## config.mk

```make
export PLATFORM = sky130hd
export DESIGN_NAME = counter_updown_mod
export DESIGN_NICKNAME = d
export VERILOG_FILES = /design/src/rtl/counter_pkg.sv /design/src/rtl/counter_updown_mod_prescaler_tick.sv /design/src/rtl/counter_updown_mod.sv
export SDC_FILE = /design/constraint.sdc
export NUM_CORES = 1
export LEC_CHECK = 0
export ABC_AREA = 1
export BUFFER_PORTS_ARGS = -buffer_cell sky130_fd_sc_hd__buf_4
export CAP_MARGIN = 15
export CORE_UTILIZATION = 45
export CTS_CLUSTER_SIZE = 25
export DETAILED_ROUTE_END_ITERATION = 10
export PLACE_DENSITY_LB_ADDON = 0.3
export REMOVE_ABC_BUFFERS = 1
export SLEW_MARGIN = 20
export SYNTH_ARGS = -nofsm -noshare
export SYNTH_HDL_FRONTEND = slang
export SYNTH_HIERARCHICAL = 1
export SYNTH_SLANG_ARGS = --single-unit
```

## constraint.sdc

```tcl
create_clock -name clk -period 4.1 [get_ports clk]
set_input_delay 0.41 -clock clk [delete_from_list [all_inputs] [get_ports clk]]
set_output_delay 0.41 -clock clk [all_outputs]
set_load 0.02 [all_outputs]
```

## src/rtl/counter_pkg.sv

```systemverilog
// -----------------------------------------------------------------------------
// counter_pkg
// Shared types and helpers for the up/down counter slice.
//   dir_t        : counting direction (DIR_DOWN / DIR_UP)
//   mode_t       : behaviour at the limits (MODE_WRAP / MODE_SAT)
//   presc_cnt_w  : width of the prescaler phase counter (never below 1 bit)
// -----------------------------------------------------------------------------
package counter_pkg;

  typedef enum logic {DIR_DOWN = 1'b0, DIR_UP = 1'b1} dir_t;
  typedef enum logic {MODE_WRAP = 1'b0, MODE_SAT = 1'b1} mode_t;

  function automatic int unsigned presc_cnt_w(input int unsigned presc);
    return (presc > 1) ? $clog2(presc) : 1;
  endfunction

endpackage

```

## src/rtl/counter_updown_mod_prescaler_tick.sv

```systemverilog
// -----------------------------------------------------------------------------
// prescaler_tick
// Divides the enable into one tick every PRESC enabled cycles.
//   clk   in  system clock, rising edge
//   reset in  synchronous, active-high reset (phase -> 0)
//   en    in  advances the phase; tick can only occur while en is high
//   clr   in  synchronous phase clear (the counter's load strobe)
//   tick  out combinational: en & (phase == PRESC-1)
// With PRESC=1 the phase register never leaves 0, so tick reduces to en.
// -----------------------------------------------------------------------------
module prescaler_tick
  import counter_pkg::*;
#(
  parameter int unsigned PRESC = 1
) (
  input  logic clk,
  input  logic reset,
  input  logic en,
  input  logic clr,
  output logic tick
);

  localparam int unsigned      CW   = presc_cnt_w(PRESC);
  localparam logic [CW-1:0]    LAST = CW'(PRESC - 1);

  logic [CW-1:0] r_presc_cnt;
  logic          w_last;

  assign w_last = (r_presc_cnt == LAST);

  // NOTE: sequential state is updated with non-blocking assignments only, so
  // every register samples the pre-edge values of its neighbours.
  always_ff @(posedge clk) begin
    if (reset) begin
      r_presc_cnt <= '0;
    end else if (clr) begin
      r_presc_cnt <= '0;
    end else if (en) begin
      r_presc_cnt <= w_last ? '0 : r_presc_cnt + 1'b1;
    end
  end

  assign tick = en & w_last;

endmodule

```

## src/rtl/counter_updown_mod.sv

```systemverilog
// -----------------------------------------------------------------------------
// counter_updown_mod
// Parametrised up/down counter with enable, synchronous load, programmable
// inclusive maximum, wrap/saturate limit handling, built-in prescaler and
// terminal-count output for ripple-enable cascading.
//   clk      in  system clock, rising edge
//   reset    in  synchronous, active-high reset (count -> RESET_VAL)
//   en       in  count enable (gates prescaler and counter)
//   up_dn    in  1 = up, 0 = down
//   load     in  synchronous parallel load of load_val (beats stepping)
//   load_val in  value taken by load, applied verbatim
//   max_val  in  inclusive upper limit, range is 0..max_val
//   sat_mode in  0 = wrap at limits, 1 = hold at limits
//   count    out registered count
//   tc       out combinational terminal count (drives next stage's en)
//   wrap_evt out registered one-cycle pulse after a wrap
// -----------------------------------------------------------------------------
module counter_updown_mod
  import counter_pkg::*;
#(
  parameter int unsigned      WIDTH     = 4,
  parameter int unsigned      PRESC     = 1,
  parameter logic [WIDTH-1:0] RESET_VAL = '0
) (
  input  logic             clk,
  input  logic             reset,
  input  logic             en,
  input  logic             up_dn,
  input  logic             load,
  input  logic [WIDTH-1:0] load_val,
  input  logic [WIDTH-1:0] max_val,
  input  logic             sat_mode,
  output logic [WIDTH-1:0] count,
  output logic             tc,
  output logic             wrap_evt
);

  logic [WIDTH-1:0] r_count;
  logic             r_wrap_evt;

  logic             w_tick;
  dir_t             w_dir;
  mode_t            w_mode;
  logic             w_at_max;
  logic             w_at_zero;
  logic             w_out_of_range;
  logic [WIDTH-1:0] w_count_nxt;
  logic             w_wrap_nxt;

  prescaler_tick #(
    .PRESC (PRESC)
  ) u_presc (
    .clk   (clk),
    .reset (reset),
    .en    (en),
    .clr   (load),
    .tick  (w_tick)
  );

  assign w_dir          = dir_t'(up_dn);
  assign w_mode         = mode_t'(sat_mode);
  assign w_at_max       = (r_count == max_val);
  assign w_at_zero      = (r_count == '0);
  assign w_out_of_range = (r_count > max_val);

  // Step logic. +1 is only taken below max_val and -1 only above 0, so the
  // native 2^WIDTH roll-over is never exercised.
  // NOTE: every always_comb output gets a default first; any path that would
  // otherwise leave it unassigned would infer a latch.
  always_comb begin
    w_count_nxt = r_count;
    w_wrap_nxt  = 1'b0;
    if (w_tick) begin
      if (w_out_of_range) begin
        // Above the limit (after a load or a lowered max_val): pull back in.
        if (w_mode == MODE_SAT) begin
          w_count_nxt = max_val;
        end else begin
          w_count_nxt = '0;
          w_wrap_nxt  = 1'b1;
        end
      end else if (w_dir == DIR_UP) begin
        if (!w_at_max) begin
          w_count_nxt = r_count + 1'b1;
        end else if (w_mode == MODE_WRAP) begin
          w_count_nxt = '0;
          w_wrap_nxt  = 1'b1;
        end
      end else begin
        if (!w_at_zero) begin
          w_count_nxt = r_count - 1'b1;
        end else if (w_mode == MODE_WRAP) begin
          w_count_nxt = max_val;
          w_wrap_nxt  = 1'b1;
        end
      end
    end
  end

  always_ff @(posedge clk) begin
    if (reset) begin
      r_count    <= RESET_VAL;
      r_wrap_evt <= 1'b0;
    end else if (load) begin
      r_count    <= load_val;
      r_wrap_evt <= 1'b0;
    end else begin
      r_count    <= w_count_nxt;
      r_wrap_evt <= w_wrap_nxt;
    end
  end

  // Terminal count is independent of sat_mode so a saturating stage still
  // enables its successor at the limit.
  assign tc       = w_tick & ~load & ((w_dir == DIR_UP) ? w_at_max : w_at_zero);
  assign count    = r_count;
  assign wrap_evt = r_wrap_evt;

endmodule
```

==> results.tsv, run 1 <==
stage	metric	value	unit
run_status	status	complete, no violations	
synthesis	synth_xor_area_share	0	%
power	power.leakage	0.538	nW
clocking	post-cts-setup-buffers	0	
hold_path	hold_depth	4	
detailed_routing	firstDrtPassIters	4	
clocking	tritoncts	built	
sta	rsz0062_at_grt	no	
detailed_routing	avgRoutedWirePerCell	10.8	um
run	cap_violations	0	
power	vdd_ir_drop_max	154	uV
sta	drv_slew	0	
setup_path	worstRegToRegCells	11	
sta	finalClockSkew	4.09	ps
power	power_per_cell_area	288	mW/mm2
synthesis	ys_ff_latch	5	
die	io_pins	20	
detailed_routing	avgViaCountPerCell	5.05	
clocking	h-tree-depth	1	
synthesis	syn-instance-count	131	
setup_path	worstPathMaxFanout	6	
synthesis	synth-warning-count	6	
die	core	0.00154	mm2
clocking	post_cts_resized	0	
detailed_routing	wl	1.82	mm
global_route	grt_pass1_vias	733	
clocking	cts_max_path_buffers	2	
die	rows	14	
synthesis	ys_types	23	
synthesis	synth-simple-area-share	58.3	%
die	fp.dieW	43.2	um
clocking	clock_sinks	5	
cells_and_area	drive_gt1_share	27.6	%
cells_and_area	nNetsFinal	173	
synthesis	synthMuxAreaShare	0	%
setup_path	r2r_start	count[2]$_SDFFE_PP0P_	
hold_path	hold_start	reset	
synthesis	netlist_area	764	um2
hold_path	min_path_type	in -> reg	
setup_path	criticalPathCategory	reg -> out	
sta	layout_min_cycle_time	2160	ps
sta	report.final.hold_viol_count	0	
global_route	grt_pass1_wl	2.95	mm
sta	worst_slew_pin_slew	390	ps
setup_path	arrival	1750	ps
global_route	antenna_found_initial	0	
sta	relSlewSlack	74.0	%
die	floorplan.initialDensity	49.6	%
cells_and_area	mostFrequentLayoutCells	44 x nand2_1, 20 x nand3_1, 19 x buf_4	
placement	place.gp.congestion	0.932	
clocking	hold_buffers	0	
setup_path	r2r_end	count[0]$_SDFFE_PP0P_	
setup_path	end_kind	primary output	
synthesis	avgSynthCellArea	5.84	um2
synthesis	synth-compound-area-share	5.07	%
clocking	cts-buffers-inserted	3	
clocking	cts-root-buf	clkbuf_4	
sta	layout_worst_path_cycle_share	52.8	%
clocking	clk_latency	250	ps
detailed_routing	drtAntennaViolNets	0	
clocking	clkTransAtPathRegs	50	ps
detailed_routing	drt_iter0_markers	15	
hold_path	hold_path_end	count[2]$_SDFFE_PP0P_	
synthesis	synth_top_family_by_area	simple AND/OR/NAND/NOR gates	
placement	dp_hpwl	1.50	mm
setup_path	start_kind	flop	
synthesis	yosysSeqAreaShare	13.1	%
cells_and_area	num_antenna_cells	0	
global_route	grt-ovfl-total	0	
placement	port_buffers	19	
detailed_routing	drc	0	
global_route	grt_use_total	21.0	%
die	die_h	43.2	um
setup_path	r2r_setup_slack	2300	ps
sta	fmax	0.462	GHz
detailed_routing	via_count	849	
die	fp.dieArea	0.00187	mm2
global_route	grt_max_degree	11	
power	power	0.269	mW
cells_and_area	mostFrequentLayoutCell	nand2_1	
sta	setup-violations-final	0	
setup_path	cp.required	3690	ps
synthesis	synthAdderAreaFrac	9.82	%
sta	tns	0	ps
cells_and_area	area_delta_synth_final	22.3	%
through the flow:
step                hold WS, ps  worst slack, ps  util, %  instance area (um2)  std cells
finish                      440             1940     60.6                  935        168
global route                443             1800     60.6                  935        168
CTS                         430             1940     60.6                  935        168
detailed placement          688             2150     58.9                  908        164
global placement            678             2160     58.9                  908        164
floorplan                   555             2080        -                  746        129
logic make-up (layout without fill, tap and decap cells):
group / count (synthesis) / in the layout
simple gates: 88 / 88
buf+inv: 25 / 46
compound gates: 7 / 7
fa+ha+maj: 6 / 6
flops: 5 / 5
how the worst max path moves through the flow:
stage / start / endpoint / slack, ps / depth (start not counted)
detailed placement: max_val[3] / tc / 2150 / 9
floorplan: count[0]$_SDFFE_PP0P_ / tc / 2080 / 7
global placement: max_val[3] / tc / 2160 / 9
global route: count[0]$_SDFFE_PP0P_ / tc / 1800 / 8
CTS: count[0]$_SDFFE_PP0P_ / tc / 1940 / 8
finish: count[0]$_SDFFE_PP0P_ / tc / 1940 / 8
metal layers:
metal / routed length, um / track usage, %
met1: 867 / 27.1
met2: 883 / 33.7
met3: 57 / 3.83
met4: 11 / 9.09
met5: 0 / 0
final cells by class:
class,count,area [um2]
Sequential cell,5,100
Tap cell,16,20.0
Multi-Input combinational cell,101,559
Clock buffer,4,26.3
Inverter,23,86.3
Fill cell,148,607
Timing Repair Buffer,19,143
sequential cells by signal, summed over array words and instances (netlist names):
register / count
wrap_evt: 1
count: 4
cell usage after synthesis, drive strengths merged:
master	instances	area, um2
or2	1	6.26
nand3	20	100
clkinv	1	3.75
buf	2	18.8
nand4	3	25.0
inv	22	82.6
nand2	51	229
nor3	1	16.3
ha	6	75.1
nor2	9	46.3
or3	1	6.26
and2	1	8.76
nand3b	1	7.51
a21oi	7	38.8
dfxtp	5	100
worst max-delay path, stage by stage (launching register included):
cell and delay, ps:
dfxtp_1 390, inv_1 140, ha_1 330, nand2_1 70
nor2_2 120, nand2_1 80, and2_4 150, nor2_1 80
buf_4 140
where the power goes:
part           internal [mW]  leakage, nW  switching (mW)
sequential            0.0539       0.0414          0.0106
clock                 0.0369       0.0150          0.0225
combinational         0.0581        0.482          0.0874
(Power assumes the default switching activity.)
==> run 2, diff against run 1 <==
==> constraint.sdc (replaced) <==
create_clock -name clk -period 1.82 [get_ports clk]
set_input_delay 0.182 -clock clk [delete_from_list [all_inputs] [get_ports clk]]
set_output_delay 0.182 -clock clk [all_outputs]
set_load 0.02 [all_outputs]
==> results.tsv, run 2 (synthesis gave the netlist of run 1 again) <==
stage	metric	value	unit
clocking	cts-root-buf	clkbuf_4	
die	fp.dieArea	0.00187	mm2
placement	dp_hpwl	1.66	mm
detailed_routing	drtAntennaViolNets	0	
setup_path	start_kind	flop	
setup_path	criticalPathCategory	reg -> out	
power	combPwrFrac	59.8	%
setup_path	cpLargestDelayFamily	simple AND/OR/NAND/NOR gates	
run	cap_violations	0	
power	vdd_ir_drop_max	524	uV
clocking	hold_buffers	0	
power	power.leakage	0.570	nW
die	floorplan.initialDensity	49.6	%
placement	pre_cts_ws	157	ps
placement	place.gp.congestion	0.919	
hold_path	hold_depth	4	
cells_and_area	nNetsFinal	179	
cells_and_area	mostFrequentLayoutCells	44 x nand2_1, 25 x buf_4, 19 x nand3_1	
setup_path	cp.required	1640	ps
detailed_routing	avgViaCountPerCell	5.20	
clocking	clock_sinks	5	
global_route	grt_pass1_wl	3.47	mm
global_route	antenna_found_initial	0	
cells_and_area	drive_gt1_share	34.8	%
setup_path	end_kind	primary output	
sta	worst_slew_pin_slew	267	ps
detailed_routing	wl_met3	92	um
sta	drv_slew	0	
run_status	status	complete, no violations	
power	p_clk_share	19.7	%
detailed_routing	drc	0	
sta	relSlewSlack	82.2	%
setup_path	crit_chain	ha_1 > nand2_1 > nor2_2 > nand2_1 > and2_4 > nor2_1 > buf_4	
sta	report.final.hold_viol_count	0	
hold_path	min_path_type	in -> reg	
die	die_h	43.2	um
die	core	0.00154	mm2
sta	hold_ws	221	ps
clocking	h-tree-depth	1	
die	io_pins	20	
placement	port_buffers	19	
clocking	clkTransAtPathRegs	40	ps
clocking	tritoncts	built	
setup_path	arrival	1550	ps
power	switching_share	44.0	%
die	rows	14	
cells_and_area	mostFrequentLayoutCell	nand2_1	
global_route	grt_use_total	24.6	%
power	p_int	0.371	mW
sta	setup-violations-final	0	
sta	fin_ws	88.0	ps
global_route	grt_pass1_vias	845	
cells_and_area	stdcell_area	0.00104	mm2
power	sequentialPowerShare	20.5	%
sta	layout_min_cycle_time	1730	ps
setup_path	crit_slowest_cell	dfxtp_1	
clocking	clk_latency	250	ps
power	power.switching	0.291	mW
global_route	grt-ovfl-total	0	
detailed_routing	via_count	905	
detailed_routing	drt_iter0_markers	20	
sta	fmax	0.577	GHz
setup_path	path_depth	7	
cells_and_area	final_util	67.4	%
clocking	cts_max_path_buffers	2	
cells_and_area	num_antenna_cells	0	
detailed_routing	wl_met1	938	um
setup_path	critPathMaxStageDelay	320	ps
detailed_routing	firstDrtPassIters	4	
sta	finalClockSkew	1.03	ps
detailed_routing	wl_met2	1.05	mm
detailed_routing	routed.top_layer	met4	
setup_path	worstPathMaxFanout	3	
clocking	cts-buffers-inserted	3	
detailed_routing	wl	2.12	mm
setup_path	worstRegToRegCells	11	
sta	layout_worst_path_cycle_share	95.2	%
detailed_routing	avgRoutedWirePerCell	12.2	um
setup_path	path_buf_inv	1	
cells_and_area	largest_reg_flops	4	
global_route	grt_max_degree	10	
die	fp.dieW	43.2	um
placement	dpl-instance-area	938	um2
power	power_per_cell_area	638	mW/mm2
sta	tns	0	ps
setup_path	path_common_cell	nand2_1	
cells_and_area	area_delta_synth_final	35.8	%
==> run 2: power groups by stage <==
stage / combinational (mW) / clock (mW) / sequential, mW
after global placement: 0.350 / 0 / 0.134
after detailed placement: 0.357 / 0 / 0.135
final: 0.396 / 0.131 / 0.136
after CTS: 0.361 / 0.135 / 0.133
after floorplan: 0.226 / 0 / 0.156
after global routing: 0.441 / 0.146 / 0.136
==> run 2: stage by stage <==
step                      power, mW  cells
final                         0.662    174
after global routing          0.723    174
after CTS                     0.629    173
after detailed placement      0.492    168
after global placement        0.485    168
after floorplan               0.381    129
==> run 2: layout make-up <==
type                       count  area (um2)
sequential                     5         104
fill                         142         503
inverter                      23        86.3
timing repair buffer          25         188
clock buffer                   4        26.3
tap                           16        20.0
multi-input combinational    101         614
==> run 2: worst register-to-register path, cell delays in order, from the launching register on <==
cell and delay, ps:
dfxtp_4 360, inv_2 50, ha_4 270, nand4_2 250, nand3_1 160, nand2_1 70
nand2_1 50, nand2_1 60, nand2_1 60, nand3_1 70, nand2_1 60, inv_1 30
==> run 2: worst paths after layout <==
path,start,to,slack [ps]
worst max-delay path,count[2]$_SDFFE_PP0P_,tc,90
worst min register to register,count[1]$_SDFFE_PP0P_,count[1]$_SDFFE_PP0P_,710
worst min-delay path,reset,count[1]$_SDFFE_PP0P_,220
worst max register to register,count[0]$_SDFFE_PP0P_,count[2]$_SDFFE_PP0P_,220
==> run 2: repair_timing <==
action	CTS	global route
pin swaps	1	2
setup buffers	1	1
resized for setup	2	7
setup endpoints to repair	1	1
==> run 2: routing by layer <==
layer  GRT usage (%)  vias up
met5               0        -
li1                -      468
met4            8.48        0
met2            41.5       24
met1            29.2      407
met3            7.23        6
==> run 3, diff against run 2 <==
--- a/config.mk
+++ b/config.mk
@@ -8,9 +8,10 @@
 export ABC_AREA = 1
 export BUFFER_PORTS_ARGS = -buffer_cell sky130_fd_sc_hd__buf_4
 export CAP_MARGIN = 15
-export CORE_UTILIZATION = 45
+export CORE_UTILIZATION = 43
 export CTS_CLUSTER_SIZE = 25
 export DETAILED_ROUTE_END_ITERATION = 10
+export HOLD_SLACK_MARGIN = 0.12
 export PLACE_DENSITY_LB_ADDON = 0.3
 export REMOVE_ABC_BUFFERS = 1
 export SLEW_MARGIN = 20
==> results.tsv, run 3 (synthesis gave the netlist of run 1 again) <==
stage	metric	value	unit
power	p_clk_share	19.8	%
global_route	antenna_found_initial	0	
power	vdd_ir_drop_max	502	uV
global_route	grt-ovfl-total	0	
setup_path	start_kind	flop	
cells_and_area	mostFrequentLayoutCell	nand2_1	
setup_path	arrival	1530	ps
cells_and_area	seq_area	103	um2
detailed_routing	drt_iter0_markers	33	
global_route	grt_use_total	22.9	%
detailed_routing	wl_met1	892	um
placement	dpl-instance-area	938	um2
clocking	cts-root-buf	clkbuf_4	
clocking	cts_max_path_buffers	2	
sta	rsz0062_at_grt	no	
power	combPwrFrac	59.7	%
detailed_routing	avgViaCountPerCell	5.17	
run	cap_violations	0	
hold_path	min_path_type	in -> reg	
cells_and_area	final_util	65.4	%
detailed_routing	wl_met2	996	um
detailed_routing	firstDrtPassIters	6	
run_status	status	complete, no violations	
clocking	clk_latency	240	ps
cells_and_area	area_delta_synth_final	34.9	%
sta	fmax	0.582	GHz
sta	setup-violations-final	0	
detailed_routing	via_count	899	
cells_and_area	drive_gt1_share	34.8	%
cells_and_area	final_cell_count_no_fill	174	
setup_path	end_kind	primary output	
cells_and_area	fillers	154	
clocking	tritoncts	built	
detailed_routing	routed.top_layer	met4	
cells_and_area	largest_reg_flops	4	
cells_and_area	nNetsFinal	179	
detailed_routing	wl	2.00	mm
detailed_routing	drc	0	
clocking	cts-buffers-inserted	3	
power	power.leakage	0.568	nW
die	fp.dieW	44.2	um
sta	worst_slew_pin_slew	319	ps
power	sequentialPowerShare	20.5	%
global_route	grt_pass1_vias	803	
cells_and_area	mostFrequentLayoutCells	44 x nand2_1, 24 x buf_4, 20 x nand3_1	
placement	place.gp.congestion	0.905	
sta	drv_slew	0	
setup_path	criticalPathCategory	reg -> out	
die	core	0.00158	mm2
power	p_int	0.368	mW
sta	relSlewSlack	78.7	%
sta	finalClockSkew	4.09	ps
sta	tns	0	ps
die	io_pins	20	
setup_path	crit_slowest_cell	dfxtp_1	
setup_path	crit_chain	ha_1 > nand2_1 > nor2_2 > nand2_1 > and2_4 > nor2_4 > buf_6	
power	power.switching	0.290	mW
power	power_per_cell_area	637	mW/mm2
placement	dp_hpwl	1.63	mm
cells_and_area	multi_input_area	604	um2
global_route	grt_pass1_wl	3.33	mm
power	switching_share	44.1	%
clocking	h-tree-depth	1	
setup_path	cpLargestDelayFamily	simple AND/OR/NAND/NOR gates	
placement	pre_cts_ws	162	ps
setup_path	critPathMaxStageDelay	320	ps
sta	report.final.hold_viol_count	0	
cells_and_area	num_antenna_cells	0	
die	die_h	44.2	um
detailed_routing	drtAntennaViolNets	0	
sta	hold_ws	218	ps
setup_path	path_buf_inv	1	
setup_path	path_common_cell	nand2_1	
cells_and_area	stdcell_area	0.00103	mm2
die	rows	14	
clocking	clkTransAtPathRegs	40	ps
global_route	grt_max_degree	10	
setup_path	worstPathMaxFanout	3	
die	floorplan.initialDensity	48.5	%
detailed_routing	wl_met3	96	um
sta	layout_min_cycle_time	1720	ps
sta	layout_worst_path_cycle_share	94.3	%
die	fp.dieArea	0.00195	mm2
placement	dp_cells	168	
placement	port_buffers	19	
detailed_routing	avgRoutedWirePerCell	11.5	um
setup_path	cp.required	1640	ps
power	power	0.657	mW
clocking	clock_sinks	5	
sta	fin_ws	103	ps
run 3: worst paths after layout:
kind | from | endpoint | slack [ps] | cells after the start
hold / removal | reset | count[2]$_SDFFE_PP0P_ | 220 | 4
hold reg to reg | count[0]$_SDFFE_PP0P_ | count[0]$_SDFFE_PP0P_ | 620 | 4
setup reg to reg | count[2]$_SDFFE_PP0P_ | count[1]$_SDFFE_PP0P_ | 180 | 11
setup / recovery | count[2]$_SDFFE_PP0P_ | tc | 100 | 7
run 3: cell type report:
type	count	area share, %
multi-input combinational	101	58.6
timing repair buffer	25	18.6
sequential	5	9.95
inverter	23	8.37
clock buffer	4	2.55
tap	16	1.94
run 3: what timing repair did:
| item | CTS | global route |
|---|---|---|
| buffers inserted | 0 | 2 |
| gates resized for setup | 1 | 8 |
| pin swaps | 0 | 2 |
| endpoints found under the hold margin | 0 | 0 |
| setup endpoints to repair | 1 | 1 |
| hold buffers | 0 | 0 |
run 3: power groups by stage:
stage,logic [mW],registers [mW],clock network [mW]
floorplan,0.226,0.156,0
global placement,0.355,0.133,0
detailed placement,0.362,0.134,0
CTS,0.368,0.132,0.134
global route,0.437,0.136,0.144
finish,0.392,0.135,0.130
run 3: per-layer routing:
metal / up-vias / GRT usage [%]
li1: 468 / -
met5: - / 0
met3: 2 / 6.12
met4: 0 / 1.82
met2: 28 / 41.2
met1: 401 / 28.1
run 3: worst register-to-register path, cell delays in order (launching register included):
cell	delay, ps
dfxtp_1	320
ha_1	310
nand2_1	130
clkinv_1	90
nand2_2	100
nand2_4	90
nand2_4	130
nand3_1	90
nand2_1	80
nand3_1	80
nand2_1	80
inv_1	40
